[config.mk]
export PLATFORM = sky130hd
export DESIGN_NAME = if_stage
export DESIGN_NICKNAME = d
export VERILOG_FILES = /design/src/rtl/mips_pkg.sv /design/src/rtl/if_id_reg.sv /design/src/rtl/if_stage.sv
export SDC_FILE = /design/constraint.sdc
export NUM_CORES = 1
export LEC_CHECK = 0
export ABC_CLOCK_PERIOD_IN_PS = 2700
export CAP_MARGIN = 30
export CORE_MARGIN = 10
export CORE_UTILIZATION = 51
export DETAILED_ROUTE_END_ITERATION = 16
export GPL_ROUTABILITY_DRIVEN = 0
export PLACE_DENSITY = 0.77
export SYNTH_ARGS = -nofsm -noshare
export SYNTH_HDL_FRONTEND = slang
export SYNTH_SLANG_ARGS = --single-unit
[constraint.sdc]
create_clock -name clk -period 2.7 [get_ports clk]
set_clock_uncertainty 0.1 [all_clocks]
set_input_delay 0.27 -clock clk [delete_from_list [all_inputs] [get_ports clk]]
set_output_delay 0.27 -clock clk [all_outputs]
set_load 0.02 [all_outputs]
[src/rtl/mips_pkg.sv]
// Shared fetch-stage types: FSM states, next-PC select encodings and the NOP word.
package mips_pkg;

  typedef enum logic [1:0] {
    FETCH = 2'd0,
    HOLD  = 2'd1,
    DRAIN = 2'd2
  } fetch_state_t;

  localparam logic [1:0]  PCSRC_SEQ    = 2'b00;
  localparam logic [1:0]  PCSRC_JUMP   = 2'b01;
  localparam logic [1:0]  PCSRC_BRANCH = 2'b10;

  localparam logic [31:0] NOP = 32'h0000_0000;

  // Word-align a redirect target.
  function automatic logic [31:0] align_word(input logic [31:0] addr);
    return addr & ~32'h0000_0003;
  endfunction

endpackage

[src/rtl/if_id_reg.sv]
// IF/ID pipeline register: flush loads a bubble, stall holds, otherwise load or bubble.
// Latency 1 cycle; stall freezes contents, flush wins over stall.
module if_id_reg
  import mips_pkg::*;
(
  input  logic        clk,
  input  logic        rst,
  input  logic        flush,
  input  logic        stall,
  input  logic        load,
  input  logic [31:0] new_instr,
  input  logic [31:0] new_pc4,
  output logic [31:0] instr,
  output logic [31:0] pc4,
  output logic        valid
);

  always_ff @(posedge clk) begin
    if (rst) begin
      instr <= NOP;
      pc4   <= 32'h0;
      valid <= 1'b0;
    end else if (flush) begin
      instr <= NOP;
      pc4   <= 32'h0;
      valid <= 1'b0;
    end else if (stall) begin
      instr <= instr;
      pc4   <= pc4;
      valid <= valid;
    end else if (load) begin
      instr <= new_instr;
      pc4   <= new_pc4;
      valid <= 1'b1;
    end else begin
      // Nothing real to hand on this cycle.
      instr <= NOP;
      pc4   <= 32'h0;
      valid <= 1'b0;
    end
  end

endmodule

[src/rtl/if_stage.sv]
// Instruction fetch: PC, fetch FSM and skid buffer feeding the IF/ID register.
// Zero-latency ack sustains one instr/cycle; stall parks a returned word in the skid buffer.
module if_stage
  import mips_pkg::*;
#(
  parameter logic [31:0] RESET_PC = 32'h0000_0000
) (
  input  logic        clk,
  input  logic        rst,
  input  logic [1:0]  PCSrc,
  input  logic [31:0] JumpAddr,
  input  logic [31:0] BranchAddr,
  input  logic        IF_ID_Stall,
  input  logic        IF_ID_Flush,
  output logic        imem_req,
  output logic [31:0] imem_addr,
  input  logic        imem_ack,
  input  logic [31:0] imem_rdata,
  output logic [31:0] Instr_IF_ID,
  output logic [31:0] PC4_IF_ID,
  output logic        Valid_IF_ID
);

  fetch_state_t state, state_nxt;
  logic [31:0]  pc, pc_nxt;
  logic [31:0]  skid_instr, skid_instr_nxt;
  logic [31:0]  skid_pc4, skid_pc4_nxt;
  logic [31:0]  saved_tgt, saved_tgt_nxt;
  logic         redirect;
  logic [31:0]  target;
  logic [31:0]  pc_plus4;
  logic         load;
  logic [31:0]  new_instr;
  logic [31:0]  new_pc4;

  assign redirect  = (PCSrc == PCSRC_JUMP) || (PCSrc == PCSRC_BRANCH);
  assign target    = align_word((PCSrc == PCSRC_JUMP) ? JumpAddr : BranchAddr);
  assign pc_plus4  = pc + 32'd4;
  assign imem_req  = !rst && (state != HOLD);
  assign imem_addr = pc;

  always_comb begin
    state_nxt      = state;
    pc_nxt         = pc;
    skid_instr_nxt = skid_instr;
    skid_pc4_nxt   = skid_pc4;
    saved_tgt_nxt  = saved_tgt;
    load           = 1'b0;
    new_instr      = imem_rdata;
    new_pc4        = pc_plus4;
    unique case (state)
      FETCH: begin
        if (imem_ack) begin
          if (redirect) begin
            pc_nxt = target;
          end else begin
            pc_nxt = pc_plus4;
            if (IF_ID_Stall) begin
              skid_instr_nxt = imem_rdata;
              skid_pc4_nxt   = pc_plus4;
              state_nxt      = HOLD;
            end else begin
              load = 1'b1;
            end
          end
        end else if (redirect) begin
          // Outstanding request cannot be withdrawn; wait it out first.
          saved_tgt_nxt = target;
          state_nxt     = DRAIN;
        end
      end
      HOLD: begin
        if (redirect) begin
          pc_nxt    = target;
          state_nxt = FETCH;
        end else if (!IF_ID_Stall) begin
          load      = 1'b1;
          new_instr = skid_instr;
          new_pc4   = skid_pc4;
          state_nxt = FETCH;
        end
      end
      DRAIN: begin
        if (redirect) saved_tgt_nxt = target;
        if (imem_ack) begin
          pc_nxt    = redirect ? target : saved_tgt;
          state_nxt = FETCH;
        end
      end
      default: state_nxt = FETCH;
    endcase
  end

  always_ff @(posedge clk) begin
    if (rst) begin
      state      <= FETCH;
      pc         <= RESET_PC;
      skid_instr <= 32'h0;
      skid_pc4   <= 32'h0;
      saved_tgt  <= 32'h0;
    end else begin
      state      <= state_nxt;
      pc         <= pc_nxt;
      skid_instr <= skid_instr_nxt;
      skid_pc4   <= skid_pc4_nxt;
      saved_tgt  <= saved_tgt_nxt;
    end
  end

  if_id_reg u_if_id_reg (
    .clk       (clk),
    .rst       (rst),
    .flush     (IF_ID_Flush),
    .stall     (IF_ID_Stall),
    .load      (load),
    .new_instr (new_instr),
    .new_pc4   (new_pc4),
    .instr     (Instr_IF_ID),
    .pc4       (PC4_IF_ID),
    .valid     (Valid_IF_ID)
  );

endmodule
-- After elaboration in Yosys (flattened, before gate mapping)
Index checks and enable logic that the tools add are counted.
- register bits after elaboration: 195
- word-level logic and storage cells: 62
- input port bits: 103
- output and inout port bits: 98
- eq/ne operators: 13
- reduce and logical (&&, ||, !) cells: 11
- $add $sub $neg: 1
- bitwise logic cells: 1
- muxes and demuxes: 28
- operators by type and width (operator ; number):
    $mux W32 ; 13
    $pmux W32 S3 ; 1
    $pmux W32 S2 ; 1
    $add A32 B3 Y32 const B ; 1
    $mux W2 ; 7
    $ne A3 B3 Y1 const B ; 4
    $ne A2 B2 Y1 const B ; 4
    $reduce_and A4 Y1 ; 2
    $pmux W2 S3 ; 1
    $reduce_and A5 Y1 ; 1
    $eq A2 B1 Y1 const B ; 2
    $eq A2 B2 Y1 const B ; 2
    $mux W1 ; 4
    $reduce_bool A3 Y1 ; 1
    $logic_not A2 Y1 ; 1
    $ne A2 B1 Y1 const B ; 1
    $pmux W1 S2 ; 1
    $reduce_and A2 Y1 ; 1
    $reduce_bool A2 Y1 ; 1
    $reduce_or A2 Y1 ; 1
    $logic_and A1 B1 Y1 ; 1
    $logic_not A1 Y1 ; 1
    $logic_or A1 B1 Y1 ; 1
    $not A1 Y1 ; 1

-- Logic depth before layout (Yosys ltp)
Gate-level depths: netlist (run 1).
- depth after elaboration: 6
- gate-level depth with buffers: 10
- gate-level depth less buffers: 7

-- Modules after synthesis
From an unflattened synthesis (run 1), not the netlist that was laid out.
- cells, all modules: 1174
- area, all modules: 9745.6 um^2
- by module, submodules not included (module ; sequential area each (um^2) ; area an instance (um^2) ; cells each ; times used):
    if_stage ; 2602.5 ; 7011.7 ; 886 ; 1
    if_id_reg ; 1301.2 ; 2733.9 ; 288 ; 1

-- Least setup slack after synthesis (run 1)
No wires, ideal clock.
- path kind: register to register
- start point: reg pc[2] (netlist: imem_addr[2])
- end point: reg u_if_id_reg.pc4[26]
- data required time: 2.466 ns
- path slack: 0.417 ns
- buffers on the path: 1
- stages on the path, launching flop included: 8
- arrival: 2.049 ns
- period minus slack after synthesis: 2.283 ns
- library setup time: 0.134 ns
- path through: dfxtp_1 ha_1 nand4_1 nor3_2 clkbuf_1 nand4_1 xnor2_1 o22ai_1
- word-level cells in the longest chain between the ends: 4
- ends and longest elaborated chain (item ; line ; text):
    from (decl) ; if_stage.sv:25 ; logic [31:0] pc, pc_nxt;
    from (signal assigned) ; if_stage.sv:103 ; pc <= pc_nxt;
    $add A32 B3 Y32 (*) ; if_stage.sv:38 ; assign pc_plus4 = pc + 32'd4;
    $mux W32 ; if_stage.sv:73 ; if (redirect) begin
    $mux W32 (*) ; if_stage.sv:51 ; unique case (state)
    $mux W32 (*) ; if_id_reg.sv:31 ; end else if (load) begin
    to (signal assigned) ; if_id_reg.sv:29 ; pc4 <= pc4;
    to (signal assigned) ; if_id_reg.sv:33 ; pc4 <= new_pc4;
    to (decl) ; if_id_reg.sv:14 ; output logic [31:0] pc4,
Mark *: on every way between the ends. The rest lies on a longest branch, timed or not.
A chain may end at the register's enable or synchronous reset.

-- Final worst setup path (run 1)
- start point: reg pc[4] (netlist: imem_addr[4])
- end point: reg pc[25] (netlist: imem_addr[25])
- word-level cells in the longest chain between the ends: 4
- ends and longest elaborated chain (item ; line ; text):
    $add A32 B3 Y32 ; if_stage.sv:38 ;
    $mux W32 ; if_stage.sv:54 ; if (redirect) begin
    $mux W32 ; if_stage.sv:53 ; if (imem_ack) begin
    $pmux W32 S3 ; if_stage.sv:51 ;
Every way passes these cells. The select of a mux whose other input is x is not followed.

==> run_results.csv, run 1 <==
group,metric,value,unit
detailed_routing,avgRoutedWirePerCell,18.0,um
worst_hold_path,holdPathStages,2,
logic_synthesis,synthXorXnorAreaFrac,2.68,%
power_and_ir_drop,clock_power_share,34.0,%
logic_synthesis,yosys_warnings,0,
sta,slew_headroom,54.0,%
logic_synthesis,yosys.area_share.simple,20.5,%
setup_path,path_cells,"nand3_1 -> or4_2 -> nor4_1 -> a32oi_1 -> o311ai_0",
layout,area_delta_synth_final,30.3,%
setup_path,ff2ff_setup_slack,290,ps
detailed_routing,postRouteAntennaNets,0,
die,dieArea,0.0237,mm^2
detailed_routing,drtPass1Iterations,5,
layout,final_util,68.4,%
clock_network,clkTransAtPathRegs,70,ps
setup_path,r2r-start,"imem_addr[4]",
die,die_x,154,um
logic_synthesis,synth-edff-count,0,
logic_synthesis,syn_inst,1149,
setup_path,cp_data_required_time,2930,ps
logic_synthesis,netlist_top_cells_count,"dfxtp_1 (195), nand2_1 (188), a21oi_1 (176)",
setup_path,crit_path_top_delay_cell,"or4_2",
grt,antenna_found_initial,0,
logic_synthesis,syn_avg_cell_area,7.96,um^2
sta,worst_pin_slew,690,ps
sta,timing.final.crit_period,2410,ps
run,max-cap-violations,0,
placed_design,placed_area,0.0113,mm^2
sta,timing.final.max_slew_violations,0,
power_and_ir_drop,power.share.switching,30.4,%
die,start_util,52.5,%
clock_network,root_buffer,"clkbuf_16",
power_and_ir_drop,p_int,0.00538,W
logic_synthesis,yosysUniqueCellTypes,60,
sta,grt_setup_unrepaired,"false",
clock_network,ctsHoldBuffers,0,
setup_path,cp_slowest_stage_delay,800,ps
detailed_routing,drt-total-wl,27.8,mm
logic_synthesis,yosysMostFrequentCell,"dfxtp_1",
setup_path,r2r-end,"imem_addr[25]",
sta,fmax,0.415,GHz
logic_synthesis,synth_area_leaders,"dfxtp_1 (43%), a21oi_1 (9.6%), nand2_1 (7.7%)",
logic_synthesis,synth_flop_cell,"dfxtp_1",
die,rows,48,
sta,setup-tns-final,0,ps
placed_design,dp.cells,1511,
logic_synthesis,synth_compound_area_share,23.0,%
worst_hold_path,min_delay_worst_endpoint,"imem_addr[30]",
detailed_routing,vias_per_cell,5.81,
grt,track_usage,22.3,%
sta,finalHoldViolCount,0,
detailed_routing,routed-via-count,8963,
logic_synthesis,async_reset_ff_share,0,%
logic_synthesis,muxShareOfSynthArea,3.98,%
die,core_area,0.0174,mm^2
die,chipHeight,154,um
clock_network,cts.sinks,195,
grt,grt_max_degree,92,
clock_network,insertion_delay,440,ps
sta,post-route-period-util,89.3,%
power_and_ir_drop,power_density,648,mW/mm^2
logic_synthesis,synth_top_family_by_area,"compound AO/OA/AOI/OAI gates",
power_and_ir_drop,leakagePower,4.22,nW
clock_network,cts_made_buffers,17,
setup_path,end_kind,"flip-flop",
setup_path,reg2reg_depth,5,
setup_path,path_buf_inv,0,
logic_synthesis,yosysTopAreaCellShare,42.7,%
power_and_ir_drop,p_switching,0.00234,W
logic_synthesis,synth_fp_nets,1258,
worst_hold_path,worstHoldStart,"rst",
setup_path,crit_path_max_fanout,7,
placed_design,hpwl,19.4,mm
clock_network,cts_tree,"built",
worst_hold_path,hp-class,"in2reg",
sta,setup_viol,0,
logic_synthesis,yosys_register_bits,195,
grt,grt_pass1_wl,44.1,mm
layout,nets,1414,
power_and_ir_drop,combPwrFrac,23.1,%
power_and_ir_drop,peakVddDrop,546,uV
setup_path,crit_family,"simple AND/OR/NAND/NOR gates",
clock_network,cts.htree.levels,4,
detailed_routing,drt_iter0_drc,803,
power_and_ir_drop,pwr-share-seq,42.9,%
layout,layoutNonFillerInstCount,1543,
die,ios,201,
grt,grt_pass1_vias,8176,
layout,drive_above_1_share,7.44,%
setup_path,startpoint_type,"flip-flop",
clock_network,postCtsSetupRepairBufs,0,
setup_path,critPathArrivalTime,2640,ps
detailed_routing,drc,0,
grt,gr-total-overflow,0,
placed_design,port_buffers,196,
logic_synthesis,yosysTopAreaCell,"dfxtp_1",
clock_network,cts_resized,0,
logic_synthesis,synth_seq_area_share,42.7,%
clock_network,cts_buffer_depth,2,
setup_path,critPathKind,"reg2reg",
logic_synthesis,synth_fa_ha_area_share,0.821,%
layout,diodes,0,
logic_synthesis,syn_area,0.00915,mm^2
status,status,"complete, no violations",
layout,finalInstanceArea,0.0119,mm^2
area by class of cell:
type,instances,area (um^2)
fillers,1478,5500
multi-input cells,837,4680
flip-flops and latches,195,3900
repair buffers,239,2390
clock buffers,21,460
well taps,225,282
clock inverters,11,148
inverters,15,56.3
per-layer routing:
layer  track usage [%]  routed length (um)  part of all wire [%]
met1              30.4               12400                    45
met2              34.0               12700                    46
met3              5.86                2280                   8.2
met4              6.30                 440                   1.6
met5                 0                   0                     0
power by group through the flow:
stage / clock network, W / registers, W / logic [W]
floorplan: 0 / 0.00341 / 0.000984
global placement: 0 / 0.00336 / 0.00173
detailed placement: 0 / 0.00337 / 0.00176
CTS: 0.00266 / 0.00330 / 0.00177
global route: 0.00277 / 0.00334 / 0.00194
finish: 0.00262 / 0.00331 / 0.00179
worst max path at each step:
stage                 start             endpoint  cells after the start
2_1_floorplan  imem_addr[2]  u_if_id_reg.pc4[26]                      7
3_3_place_gp       PCSrc[1]   u_if_id_reg.pc4[9]                      9
3_5_place_dp       PCSrc[1]   u_if_id_reg.pc4[9]                      9
4_1_cts        imem_addr[4]        imem_addr[31]                      4
5_1_grt        imem_addr[4]        imem_addr[25]                      5
6_report       imem_addr[4]        imem_addr[25]                      5
cells by family (layout without fill, tap and decap cells):
group / after synthesis / in the layout
and+or+nand+nor: 411 / 411
AOI/OAI and AO/OA: 356 / 356
DFF: 195 / 195
buffers and inverters: 117 / 286
muxes: 36 / 36
xor gates and xnor gates: 28 / 28
adders and majority gates: 6 / 6
state kept, by name, indices dropped and copies added, names as in the netlist:
register,flops
skid_pc4,32
imem_addr,32
state,2
saved_tgt,32
u_if_id_reg.instr,32
skid_instr,32
u_if_id_reg.valid,1
u_if_id_reg.pc4,32
through the flow:
stage / hold WS (ps) / worst slack (ps) / power [W]
2_1_floorplan: 306 / 417 / 0.00439
6_report: 93.9 / 290 / 0.00772
5_1_grt: 113 / 128 / 0.00805
3_5_place_dp: 347 / 271 / 0.00513
4_1_cts: 78.0 / 313 / 0.00773
3_3_place_gp: 342 / 275 / 0.00509
layout by cell type, fill, tap and decap left out, types with 4 or more instances in the layout:
| cell | count |
|---|---|
| dfxtp_1 | 195 |
| clkdlybuf4s50_1 | 194 |
| nand2_1 | 188 |
| a21oi_1 | 176 |
| nor2_1 | 112 |
| o21ai_0 | 60 |
| a211oi_1 | 37 |
| buf_4 | 35 |
| mux2i_1 | 33 |
| and3_1 | 29 |
| xnor2_1 | 24 |
| nand3_1 | 23 |
| o22ai_1 | 22 |
| clkbuf_16 | 17 |
| inv_1 | 15 |
| nand4_1 | 12 |
| buf_12 | 9 |
| nor4_1 | 7 |
| a31oi_1 | 7 |
| o32ai_1 | 7 |
| a22o_1 | 5 |
| a32oi_1 | 5 |
| o211ai_1 | 5 |
| nor4_2 | 5 |
| nor3_1 | 5 |
| a2bb2oi_1 | 5 |
| a32o_1 | 5 |
| ha_1 | 5 |
| or2_2 | 4 |
| or4_1 | 4 |
| xor2_1 | 4 |
(Power assumes the default switching activity.)
==> run 2: changes to the inputs <==
--- a/config.mk
+++ b/config.mk
@@ -6,12 +6,12 @@
 export NUM_CORES = 1
 export LEC_CHECK = 0
 export ABC_CLOCK_PERIOD_IN_PS = 2700
-export CAP_MARGIN = 30
 export CORE_MARGIN = 10
 export CORE_UTILIZATION = 51
 export DETAILED_ROUTE_END_ITERATION = 16
 export GPL_ROUTABILITY_DRIVEN = 0
 export PLACE_DENSITY = 0.77
+export SETUP_SLACK_MARGIN = 0.4
 export SYNTH_ARGS = -nofsm -noshare
 export SYNTH_HDL_FRONTEND = slang
 export SYNTH_SLANG_ARGS = --single-unit
==> run 2 against run 1 <==
  * Critical path depth rose by 3
  * Sequential share of layout area fell by 0.15 points
  * Core utilization rose by 0.45 points
  * Global-route usage barely moved
  * Clock power barely moved
==> run_results.csv, run 2 (synthesized netlist as in run 1, its figures left out) <==
group,metric,value,unit
power_and_ir_drop,power.share.switching,30.4,%
detailed_routing,vias_per_cell,5.79,
layout,nets,1415,
power_and_ir_drop,clock_power_share,33.9,%
clock_network,cts.sinks,195,
detailed_routing,drt_iter0_drc,840,
sta,timing.final.max_slew_violations,0,
grt,grt_pass1_vias,8143,
die,dieArea,0.0237,mm^2
sta,fmax,0.450,GHz
power_and_ir_drop,p_switching,0.00236,W
worst_hold_path,hp-class,"in2reg",
grt,gr-total-overflow,0,
clock_network,root_buffer,"clkbuf_16",
setup_path,critPathKind,"reg2reg",
detailed_routing,met1_length,12.3,mm
sta,finalHoldViolCount,0,
die,core_area,0.0174,mm^2
clock_network,cts_tree,"built",
detailed_routing,dr_wl_met2,12.8,mm
setup_path,startpoint_type,"flip-flop",
die,start_util,52.5,%
setup_path,path_cells,"inv_1 -> ha_1 -> nor2b_1 -> o21a_1 -> buf_12 -> o21ai_0 -> a31oi_1 -> o32ai_1",
setup_path,end_kind,"flip-flop",
detailed_routing,postRouteAntennaNets,0,
detailed_routing,top_layer_used,"met4",
placed_design,hpwl,19.4,mm
sta,worst_pin_slew,685,ps
sta,setup-tns-final,0,ps
sta,timing.final.crit_period,2220,ps
placed_design,placed_area,0.0113,mm^2
setup_path,crit_path_max_fanout,28,
layout,layout_commonest_cell,"clkdlybuf4s50_1",
die,rows,48,
layout,area_delta_synth_final,31.1,%
setup_path,crit_path_top_delay_cell,"dfxtp_1",
clock_network,cts.htree.levels,4,
clock_network,cts_buffer_depth,2,
detailed_routing,drt-total-wl,28.0,mm
sta,setup_viol,0,
placed_design,port_buffers,196,
layout,finalInstanceArea,0.0120,mm^2
setup_path,critPathArrivalTime,2460,ps
detailed_routing,avgRoutedWirePerCell,18.1,um
clock_network,clkTransAtPathRegs,70,ps
die,chipHeight,154,um
layout,fillerInstances,1466,
layout,drive_above_1_share,8.87,%
setup_path,cp_data_required_time,2940,ps
power_and_ir_drop,leakagePower,4.24,nW
detailed_routing,routed-via-count,8943,
clock_network,cts_made_buffers,17,
power_and_ir_drop,pwr-share-seq,42.8,%
grt,grt_pass1_wl,44.0,mm
power_and_ir_drop,p_int,0.00539,W
sta,post-route-period-util,82.3,%
detailed_routing,wl_met3,2.42,mm
layout,final_cell_mix,"clkdlybuf4s50_1 (193), dfxtp_1 (189), nand2_1 (188)",
run,max-cap-violations,0,
grt,grt_max_degree,92,
grt,track_usage,22.3,%
sta,grt_setup_unrepaired,"false",
setup_path,cp_slowest_stage_delay,430,ps
power_and_ir_drop,combPwrFrac,23.3,%
detailed_routing,drtPass1Iterations,5,
layout,diodes,0,
sta,slew_headroom,54.3,%
die,die_x,154,um
detailed_routing,drc,0,
power_and_ir_drop,peakVddDrop,550,uV
die,ios,201,
grt,antenna_found_initial,0,
status,status,"complete, no violations",
power_and_ir_drop,power_density,646,mW/mm^2
clock_network,insertion_delay,440,ps
run 2: cell count changes in the layout (fill, tap and decap cells not counted), moves of 4 or more:
cell	previous run	this run
nor4_2	5	9
nor4_1	7	3
dfxtp_2	0	6
dfxtp_1	195	189
run 2: power groups by stage:
stage | registers [W] | clock network, W | logic, W
2_1_floorplan | 0.00341 | 0 | 0.000984
3_3_place_gp | 0.00336 | 0 | 0.00173
3_5_place_dp | 0.00337 | 0 | 0.00176
4_1_cts | 0.00330 | 0.00266 | 0.00177
5_1_grt | 0.00334 | 0.00277 | 0.00196
6_report | 0.00332 | 0.00263 | 0.00180
run 2: metal layers:
| metal | vias to the layer above | GRT usage [%] |
|---|---|---|
| li1 | 4375 | - |
| met1 | 4181 | 30.5 |
| met2 | 354 | 34.2 |
| met3 | 33 | 5.77 |
| met4 | 0 | 5.71 |
| met5 | - | 0 |
run 2: final timing paths:
path	from	end	slack, ps	depth (start not counted)
worst min register to register	skid_instr[31]	skid_instr[31]	360	2
worst min-delay path	rst	imem_addr[30]	90	2
worst max-delay path	state[0]	imem_addr[26]	480	8
worst max register to register	state[0]	imem_addr[26]	480	8
run 2: what timing repair did:
action / CTS / global route
setup endpoints to repair: 5 / 70
hold buffers: 0 / 0
setup buffers: 0 / 1
pin swaps: 0 / 3
resized for setup: 4 / 16
run 2: metrics by stage:
| stage | util (%) | total power (W) | instances | worst slack (ps) | hold WS [ps] |
|---|---|---|---|---|---|
| finish | 68.9 | 0.00775 | 1544 | 478 | 89.8 |
| global placement | 64.9 | 0.00509 | 1511 | 275 | 342 |
| global route | 68.9 | 0.00807 | 1544 | 401 | 115 |
| detailed placement | 64.9 | 0.00513 | 1511 | 271 | 347 |
| floorplan | - | 0.00439 | 1149 | 417 | 306 |
| CTS | 68.5 | 0.00773 | 1543 | 409 | 78.0 |
run 2: cell type report:
type	count	area (um^2)	share of cell area, %
Multi-Input combinational cell	837	4740	39.5
Sequential cell	195	3910	32.6
Timing Repair Buffer	240	2400	20.0
Clock buffer	21	460	3.84
Tap cell	225	282	2.35
Clock inverter	11	148	1.23
Inverter	15	56.3	0.469
run 2: worst max-delay path: cells and delay by family, from the launching register on:
kind | cells | cell delay [ps]
compound gates | 4 | 840
fa+ha+maj | 1 | 340
buf+inv | 2 | 260
flops | 1 | 430
simple gates | 1 | 150
==> run 3: changes to the inputs <==
--- a/config.mk
+++ b/config.mk
@@ -5,7 +5,7 @@
 export SDC_FILE = /design/constraint.sdc
 export NUM_CORES = 1
 export LEC_CHECK = 0
-export ABC_CLOCK_PERIOD_IN_PS = 2700
+export ABC_CLOCK_PERIOD_IN_PS = 2200
 export CORE_MARGIN = 10
 export CORE_UTILIZATION = 51
 export DETAILED_ROUTE_END_ITERATION = 16
==> constraint.sdc (replaced) <==
create_clock -name clk -period 2.2 [get_ports clk]
set_clock_uncertainty 0.1 [all_clocks]
set_input_delay 0.22 -clock clk [delete_from_list [all_inputs] [get_ports clk]]
set_output_delay 0.22 -clock clk [all_outputs]
set_load 0.02 [all_outputs]
==> run 3 against run 2 <==
  * The flow now finishes with violations (setup timing)
  * First-iteration DRC count increased by 74%
  * Register-to-register slack got worse by 500 ps
  * Routed wire length increased by 49%
  * Die area unchanged
  * Largest cell class unchanged
  * Largest power group unchanged
==> run_results.csv, run 3 (synthesized netlist as in run 1, its figures left out) <==
group,metric,value,unit
sta,finalHoldViolCount,0,
placed_design,hpwl,20.6,mm
sta,worst_slack,-26.4,ps
die,dieArea,0.0237,mm^2
sta,setup-tns-final,-31.0,ps
setup_path,crit_path_max_fanout,5,
grt,track_usage,27.7,%
detailed_routing,drc,0,
clock_network,insertion_delay,450,ps
grt,grt_max_degree,65,
clock_network,cts_made_buffers,17,
layout,layoutNonFillerInstCount,1669,
detailed_routing,drt_iter0_drc,1465,
grt,gr-total-overflow,0,
power_and_ir_drop,leakagePower,5.63,nW
die,chipHeight,154,um
sta,post-route-period-util,101,%
setup_path,crit_path_top_delay_cell,"or4_4",
detailed_routing,routed-via-count,11153,
clock_network,clkTransAtPathRegs,80,ps
clock_network,cts.sinks,195,
layout,nets,1539,
sta,slew_headroom,45.2,%
power_and_ir_drop,power,0.0111,W
clock_network,cts_buffer_depth,2,
clock_network,cts.htree.levels,4,
layout,layout_commonest_cell,"nand2_1",
setup_path,cp_slowest_stage_delay,660,ps
die,rows,48,
detailed_routing,drtPass1Iterations,6,
setup_path,end_kind,"flip-flop",
power_and_ir_drop,peakVddDrop,642,uV
detailed_routing,vias_per_cell,6.68,
detailed_routing,avgRoutedWirePerCell,25.0,um
clock_network,root_buffer,"clkbuf_16",
sta,setup_viol,2,
clock_network,cts_tree,"built",
die,die_x,154,um
layout,finalInstanceArea,0.0146,mm^2
sta,grt_setup_unrepaired,"true",
sta,timing.final.max_slew_violations,0,
worst_hold_path,hp-class,"in2reg",
detailed_routing,drt-total-wl,41.7,mm
sta,fmax,0.449,GHz
grt,antenna_found_initial,2,
status,violations,"setup timing",
placed_design,dp_slack,-189,ps
grt,grt_pass1_wl,54.2,mm
setup_path,startpoint_type,"flip-flop",
setup_path,critPathKind,"reg2reg",
layout,drive_above_1_share,29.3,%
setup_path,path_cells,"buf_6 -> nand3_2 -> or4_4 -> o41ai_2 -> a32o_1",
run,max-cap-violations,0,
setup_path,cp_data_required_time,2470,ps
placed_design,dp.cells,1554,
layout,area_delta_synth_final,60.1,%
die,ios,201,
power_and_ir_drop,power_density,757,mW/mm^2
detailed_routing,postRouteAntennaNets,0,
sta,timing.final.crit_period,2230,ps
layout,final_cell_mix,"nand2_1 (184), dfxtp_1 (172), clkdlybuf4s50_1 (160)",
grt,grt_pass1_vias,9818,
die,core_area,0.0174,mm^2
setup_path,critPathArrivalTime,2500,ps
placed_design,port_buffers,196,
die,start_util,52.5,%
status,status,"complete, but fails checks",
placed_design,placed_area,0.0119,mm^2
sta,worst_pin_slew,823,ps
## run 3: changes by cell type in the layout (fill, tap and decap cells not counted), sizes merged
cell	before	now
buf	46	167
clkdlybuf4s50	193	160
dlygate4sd2	1	24
dlymetal6s2s	0	9
bufinv	3	0
inv	18	21
clkinvlp	1	3
clkbuf	21	22
diode	0	1
dlygate4sd3	0	1
## run 3: repair_timing
action                                 4_1_cts  5_1_grt
setup endpoints to repair                  166      158
hold buffers                                 1        0
buffers inserted                            37       29
pin swaps                                   60       78
resized for setup                          189      144
endpoints found under the hold margin        1        0
cloned                                      12        3
## run 3: worst paths after layout
path / startpoint / to / slack (ps) / cells after the start
worst max-delay path: imem_addr[3] / imem_addr[19] / -30 / 5
worst min-delay path: IF_ID_Stall / u_if_id_reg.pc4[28] / 190 / 3
worst max register to register: imem_addr[3] / imem_addr[19] / -30 / 5
worst min register to register: skid_instr[6] / skid_instr[6] / 360 / 2
## run 3: final cells by class
cell class,count,area [um^2]
Fill cell,884,2770
Tap cell,225,282
Antenna cell,1,2.50
Multi-Input combinational cell,837,5900
Inverter,15,61.3
Clock inverter,13,115
Timing Repair Buffer,364,3890
Sequential cell,195,3970
Clock buffer,19,433
## run 3: power by group
| part | internal (W) | switching [W] |
|---|---|---|
| Clock | 0.00149 | 0.00154 |
| Sequential | 0.00382 | 0.000333 |
| Combinational | 0.00183 | 0.00207 |
## run 3: worst max-delay path, delay by kind of cell, from the launching register on
kind / cells / cell delay (ps)
and+or+nand+nor: 2 / 760
buffers and inverters: 1 / 150
AOI/OAI and AO/OA: 2 / 720
DFF: 1 / 410
## run 3: metrics by stage
stage	utilization [%]	hold slack, ps
3_3_place_gp	68.2	341
4_1_cts	78.7	167
3_5_place_dp	68.2	347
6_report	84.1	193
5_1_grt	84.1	205
2_1_floorplan	-	256
## run 3: per-layer routing
metal / up-vias / routed length, um / track usage (%)
met5: - / 0 / 0
met4: 0 / 2630 / 10.8
met3: 288 / 4920 / 8.12
met2: 1002 / 19200 / 45.2
met1: 5220 / 14900 / 33.7
li1: 4643 / - / -
